===== config.mk =====
export PLATFORM = sky130hd
export DESIGN_NAME = mul_unit
export DESIGN_NICKNAME = d
export VERILOG_FILES = /design/src/rtl/mul_unit_pkg.sv /design/src/rtl/mul_unit.sv
export SDC_FILE = /design/constraint.sdc
export NUM_CORES = 1
export LEC_CHECK = 0
export ABC_AREA = 1
export BUFFER_PORTS_ARGS = -buffer_cell sky130_fd_sc_hd__buf_2
export CORE_ASPECT_RATIO = 0.8
export CORE_MARGIN = 4
export CORE_UTILIZATION = 55
export DETAILED_ROUTE_END_ITERATION = 10
export GPL_TIMING_DRIVEN = 0
export PLACE_DENSITY = 0.79
export SLEW_MARGIN = 25
export SYNTH_ARGS = -nofsm -noshare
export SYNTH_HDL_FRONTEND = slang
export SYNTH_SLANG_ARGS = --single-unit
export TNS_END_PERCENT = 10

===== constraint.sdc =====
create_clock -name clk -period 8.6 [get_ports clk]
set_input_delay 0.43 -clock clk [delete_from_list [all_inputs] [get_ports clk]]
set_output_delay 0.43 -clock clk [all_outputs]
set_load 0.1 [all_outputs]

===== src/rtl/mul_unit_pkg.sv =====
// mul_unit_pkg: shared processor constants for the multiply unit.
package mul_unit_pkg;
  localparam int MUL_WIDTH = 32;
  typedef enum logic [1:0] {IDLE, RUN, FIX} mul_state_t;
endpackage


===== src/rtl/mul_unit.sv =====
// mul_unit: iterative shift-add multiplier owning the architectural HI/LO registers.
module mul_unit
  import mul_unit_pkg::*;
#(
  parameter int WIDTH = MUL_WIDTH
) (
  input  logic             clk,
  input  logic             reset,
  input  logic             start,
  input  logic             is_signed,
  input  logic [WIDTH-1:0] a,
  input  logic [WIDTH-1:0] b,
  input  logic             wr_hi,
  input  logic             wr_lo,
  input  logic [WIDTH-1:0] wdata,
  output logic             busy,
  output logic             done,
  output logic [WIDTH-1:0] hi,
  output logic [WIDTH-1:0] lo
);
  mul_state_t         state;
  logic [5:0]         cnt;
  logic [2*WIDTH-1:0] acc;
  logic [2*WIDTH-1:0] mcand;
  logic [WIDTH-1:0]   mplier;
  logic               neg;
  logic [WIDTH-1:0]   mag_a;
  logic [WIDTH-1:0]   mag_b;
  logic [2*WIDTH-1:0] prod;
  // The most-negative value negates to itself, which is its correct unsigned magnitude.
  assign mag_a = (is_signed && a[WIDTH-1]) ? -a : a;
  assign mag_b = (is_signed && b[WIDTH-1]) ? -b : b;
  assign prod  = neg ? -acc : acc;
  assign busy  = state != IDLE;
  always_ff @(posedge clk or posedge reset) begin
    if (reset) begin
      state  <= IDLE;
      cnt    <= '0;
      acc    <= '0;
      mcand  <= '0;
      mplier <= '0;
      neg    <= 1'b0;
      done   <= 1'b0;
      hi     <= '0;
      lo     <= '0;
    end else begin
      done <= 1'b0;
      if (state == IDLE) begin
        if (start) begin
          state  <= RUN;
          cnt    <= '0;
          acc    <= '0;
          mcand  <= {{WIDTH{1'b0}}, mag_a};
          mplier <= mag_b;
          neg    <= is_signed & (a[WIDTH-1] ^ b[WIDTH-1]);
        end
        if (wr_hi) hi <= wdata;
        if (wr_lo) lo <= wdata;
      end else if (state == RUN) begin
        acc    <= acc + (mplier[0] ? mcand : '0);
        mcand  <= mcand << 1;
        mplier <= mplier >> 1;
        cnt    <= cnt + 6'd1;
        if (cnt == 6'(WIDTH - 1)) state <= FIX;
      end else begin
        hi    <= prod[2*WIDTH-1:WIDTH];
        lo    <= prod[WIDTH-1:0];
        done  <= 1'b1;
        state <= IDLE;
      end
    end
  end
endmodule


# Word-level counts from Yosys, hierarchy flattened
# Cells that the tools add are included.
dict set report word_totals {
  wordCells 61
  output_inout_bits 66
  reg_bits 234
}
dict set report classes {
  n_reduce_logical 10
  n_eq_ne 7
  n_bitwise 2
  add_sub_neg 5
  mux 28
}
# cell n
set op_table {}
lappend op_table {{64-bit two-way mux} 8}
lappend op_table {{32-bit two-way mux} 11}
lappend op_table {{64-bit adder} 1}
lappend op_table {{32-bit negation} 2}
lappend op_table {{64-bit negation} 1}
lappend op_table {{6-bit two-way mux} 3}
lappend op_table {{2-bit AND reduction} 5}
lappend op_table {{2-bit two-way mux} 4}
lappend op_table {{2-bit inequality test, second input constant} 4}
lappend op_table {{6-bit by 1-bit adder with 6-bit output, second input constant} 1}
lappend op_table {{6-bit by 5-bit == test with 1-bit output, second input constant} 1}
lappend op_table {{2-bit nonzero test} 2}
lappend op_table {{3-bit by 2-bit inequality test with 1-bit output, second input constant} 1}
lappend op_table {{2-bit by 1-bit == test with 1-bit output, second input constant} 1}
lappend op_table {{1-bit logical AND} 2}
lappend op_table {{2-bit logical NOT} 1}
lappend op_table {{1-bit two-way mux} 2}
lappend op_table {{1-bit bitwise AND} 1}
lappend op_table {{1-bit bitwise XOR} 1}

# Depth between registers and ports, before layout
dict set report depth {
  word_depth 4
  depth_mapped 20
  ltp_nobuf 18
}

# Worst setup path after synthesis
# No wires, ideal clock.
dict set report synth_path {
  kind {register -> register}
  start {register mplier[0]}
  end {register acc[52]}
  stages_incl_launch_ff 20
  setup_time_ps 118
  setup_slack_ps 6022
  t_arrival_ps 2460
  cell_sequence {dfrtp_1 clkbuf_1 clkbuf_1 nand2_1 inv_1 ha_1 inv_1 fa_1 inv_1 nand3_1 nand2_1 nand3_1 nand3_1 nand2_1 nand2_1 nand2_1 nand2_1 nand2_1 nand3_1 nand2_1}
}
dict set report synth_via {
  elab_chain_len 4
}
# item line
set synth_lines {}
lappend synth_lines {{from (decl)} mul_unit.sv:25} ;# logic [WIDTH-1:0] mplier;
lappend synth_lines {{from (signal assigned)} mul_unit.sv:54} ;# mplier <= mag_b;
lappend synth_lines {{from (signal assigned)} mul_unit.sv:62} ;# mplier <= mplier >> 1;
lappend synth_lines {{64-bit two-way mux} mul_unit.sv:60} ;# acc <= acc + (mplier[0] ? mcand : '0);
lappend synth_lines {{64-bit adder} mul_unit.sv:60}
lappend synth_lines {{64-bit two-way mux} mul_unit.sv:59} ;# end else if (state == RUN) begin
lappend synth_lines {{64-bit two-way mux} mul_unit.sv:48} ;# if (state == IDLE) begin
lappend synth_lines {{to (signal assigned)} mul_unit.sv:60}
lappend synth_lines {{to (decl)} mul_unit.sv:23} ;# logic [2*WIDTH-1:0] acc;
# Every way passes these cells. The select of a mux whose other input is x is not followed.
# A chain may end at the register's enable or synchronous reset.

# Worst setup path in the final report
dict set report layout_path {
  start {register mplier[0]}
  end {register acc[36]}
}
# Same word-level chain as after synthesis.

==> impl_metrics.env <==
export IMPL_final_setup_skew_ps=29.5
export IMPL_syn_area_per_cell_um2=5.88
export IMPL_die_area_um2=39000
export IMPL_status="finished clean"
export IMPL_min_path_cells=3
export IMPL_antenna_found_initial=1
export IMPL_seq_power_share_pct=23.0
export IMPL_power_share_clock_pct=12.8
export IMPL_hpwl_mm=63.6
export IMPL_maxCapViolations=0
export IMPL_post_drt_wl_per_cell_um=19.4
export IMPL_cts_hold_buf=1
export IMPL_grt_util_all_layers_pct=39.4
export IMPL_synth_compound_area_share_pct=12.0
export IMPL_syn_nets=3524
export IMPL_grt_remaining_overflow=0
export IMPL_synth_fa_ha_area_share_pct=4.35
export IMPL_max_slew_margin_rel_pct=26.4
export IMPL_reg2reg_depth=18
export IMPL_switchingPower_mw=5.83
export IMPL_synth_area_leaders="dfrtp_1 (30%), nand2_1 (23%), inv_1 (11%), nor2_1 (6.7%), nand3_1 (6.3%)"
export IMPL_yosysSeqAreaShare_pct=29.7
export IMPL_worst_slew_pin_slew_ps=1100
export IMPL_max_freq_mhz=208
export IMPL_ant_nets=0
export IMPL_wl_met1_mm=32.7
export IMPL_instances_no_fill=4045
export IMPL_netlist_area_um2=19700
export IMPL_syn_inst=3354
export IMPL_post_cts_buffers=0
export IMPL_fin_hold_ws_ps=160
export IMPL_cts_root_buf="clkbuf_16"
export IMPL_cts_buffer_depth=3
export IMPL_cp_end_kind="flip-flop"
export IMPL_htreeDepth=1
export IMPL_num_vias=23100
export IMPL_grt_pass1_vias=21100
export IMPL_clock_sinks=234
export IMPL_fin_crit_sh_pct=55.8
export IMPL_ys_ff_latch=234
export IMPL_pre_cts_slack_ps=4070
export IMPL_nFillCells=3370
export IMPL_synth_top_area_share_pct=29.7
export IMPL_worstPathRequired_ps=9080
export IMPL_startpoint_type="flip-flop"
export IMPL_most_common_layout_cells="nand2_1 (1,201), inv_1 (601), nor2_1 (353)"
export IMPL_power_density_nw_per_um2=443
export IMPL_placed_cell_area_um2=21200
export IMPL_drt_initial_drc_count=2831
export IMPL_synth_simple_gate_area_share_pct=39.1
export IMPL_clk_pin_slew_ps=70
export IMPL_fin_nets=3722
export IMPL_wl_met3_mm=10.4
export IMPL_core_area_um2=35000
export IMPL_ys_types=44
export IMPL_p_sw_share_pct=59.3
export IMPL_wl_met2_mm=31.7
export IMPL_drive_gt1_share_pct=8.06
export IMPL_portBuffers=167
export IMPL_fin_crit_ps=4800
export IMPL_io_pins=168
export IMPL_grt_pass1_wl_mm=118
export IMPL_die_y_um=177
export IMPL_die_width_um=220
export IMPL_final_common_cell="nand2_1"
export IMPL_cts_tree="yes"
export IMPL_setup_ws_ps=3800
export IMPL_final_util_pct=63.3
export IMPL_rsz0062_at_grt="no"
export IMPL_synthFlopType="dfrtp_1"
export IMPL_synth_top_family_by_area="simple AND/OR/NAND/NOR gates"
export IMPL_grt_max_degree=102
export IMPL_async_flop_share_pct=100
export IMPL_synth_top_area_cell="dfrtp_1"
export IMPL_synth_edff_count=0
export IMPL_cts_buffers=26
export IMPL_syn_to_final_growth_pct=12.4
export IMPL_gp_congestion=1.02
export IMPL_dr_pass1_iters=6
export IMPL_cp_arrival_ps=5280
export IMPL_peakVddDrop_mv=0.386
export IMPL_viasPerCell=5.70
export IMPL_hold_viol_final=0
export IMPL_drv_slew=0
export IMPL_power_mw=9.83
export IMPL_p_int_mw=4.00
export IMPL_placed_cells=3995
export IMPL_fin_setup_tns_ps=0
export IMPL_leakagePower_nw=12.6
export IMPL_clock_latency_ps=580
export IMPL_finalInstanceArea_um2=22200
export IMPL_muxShareOfSynthArea_pct=0
export IMPL_start_util_pct=56.3
export IMPL_report_final_setup_viol=0
export IMPL_wl_mm=78.4
export IMPL_top_layer="met4"
export IMPL_std_cell_rows=61
export IMPL_path_class="reg -> reg"
export IMPL_synthXorXnorAreaFrac_pct=1.29
export IMPL_cts_resized=0
export IMPL_crit_fanout=10
export IMPL_p_comb_share_pct=64.2
export IMPL_yosys_warnings=0
export IMPL_hp_class="in -> reg"
export IMPL_drc=0
-- power by group through the flow --
| stage | logic (mW) | clock network [mW] | registers, mW |
|---|---|---|---|
| 3_5_place_dp | 6.11 | 0 | 2.23 |
| 3_3_place_gp | 6.00 | 0 | 2.20 |
| 5_1_grt | 6.82 | 1.31 | 2.29 |
| 6_report | 6.31 | 1.26 | 2.26 |
| 2_1_floorplan | 3.41 | 0 | 3.03 |
| 4_1_cts | 6.14 | 1.26 | 2.21 |
-- flip-flops by register name (all words and copies together) (netlist names) --
| name | cells |
|---|---|
| neg | 1 |
| mplier | 32 |
| lo | 32 |
| done | 1 |
| acc | 64 |
| cnt | 6 |
| state | 2 |
| mcand | 64 |
| hi | 32 |
-- area by class of cell --
type                            instances  area (um2)  share of cell area [%]
Multi-Input combinational cell       2419       11200                    50.5
Sequential cell                       234        5860                    26.4
Inverter                              611        2300                    10.4
Timing Repair Buffer                  170         901                    4.06
Clock buffer                           32         744                    3.36
Tap cell                              472         591                    2.66
Buffer                                 90         372                    1.68
Clock inverter                         16         209                   0.942
Antenna cell                            1        2.50                  0.0113
-- path summary, 6_finish.rpt --
check,endpoint,from,slack (ps)
min reg2reg,mplier[21],mplier[21],480
max reg2reg,acc[36],mplier[0],3800
max,acc[36],mplier[0],3800
min in group asynchronous,lo[7],reset,470
max in group asynchronous,mcand[52],reset,7220
min,mplier[0],b[0],160
-- critical path, cell delays in order, from the launching register on --
cell and delay [ps]:
dfrtp_1 530, clkbuf_1 790, clkbuf_1 600, nand2_1 130, inv_1 180, ha_1 250, inv_1 90, fa_1 400
inv_1 130, nand3_1 90, nand2_1 150, nand3_1 100, nand3_1 290, nand2_1 100, nand2_1 270, nand2_1 130
nand3_1 100, nand3_1 200, o21ai_1 160
-- synth_stat cells (all sizes together) (35+ instances only) --
cell type	number
nand2	1206
ha	67
a21oi	113
clkbuf	58
nor2	362
a31oi	39
o22ai	45
dfrtp	234
nand4	35
inv	609
nand3	250
o21ai	174
-- layer usage --
metal | track usage [%] | up-vias
met2 | 58.2 | 1364
met1 | 55.9 | 10600
met3 | 9.96 | 225
li1 | - | 10900
met5 | 0 | -
met4 | 14.6 | 0
-- cells by family after synthesis --
logic type,count (synthesis)
adder cells (fa/ha/maj),68
buffers and inverters,701
flip-flops,234
XOR/XNOR,29
AO/OA/AOI/OAI,421
AND/OR/NAND/NOR,1901
(Power assumes the default switching activity.)
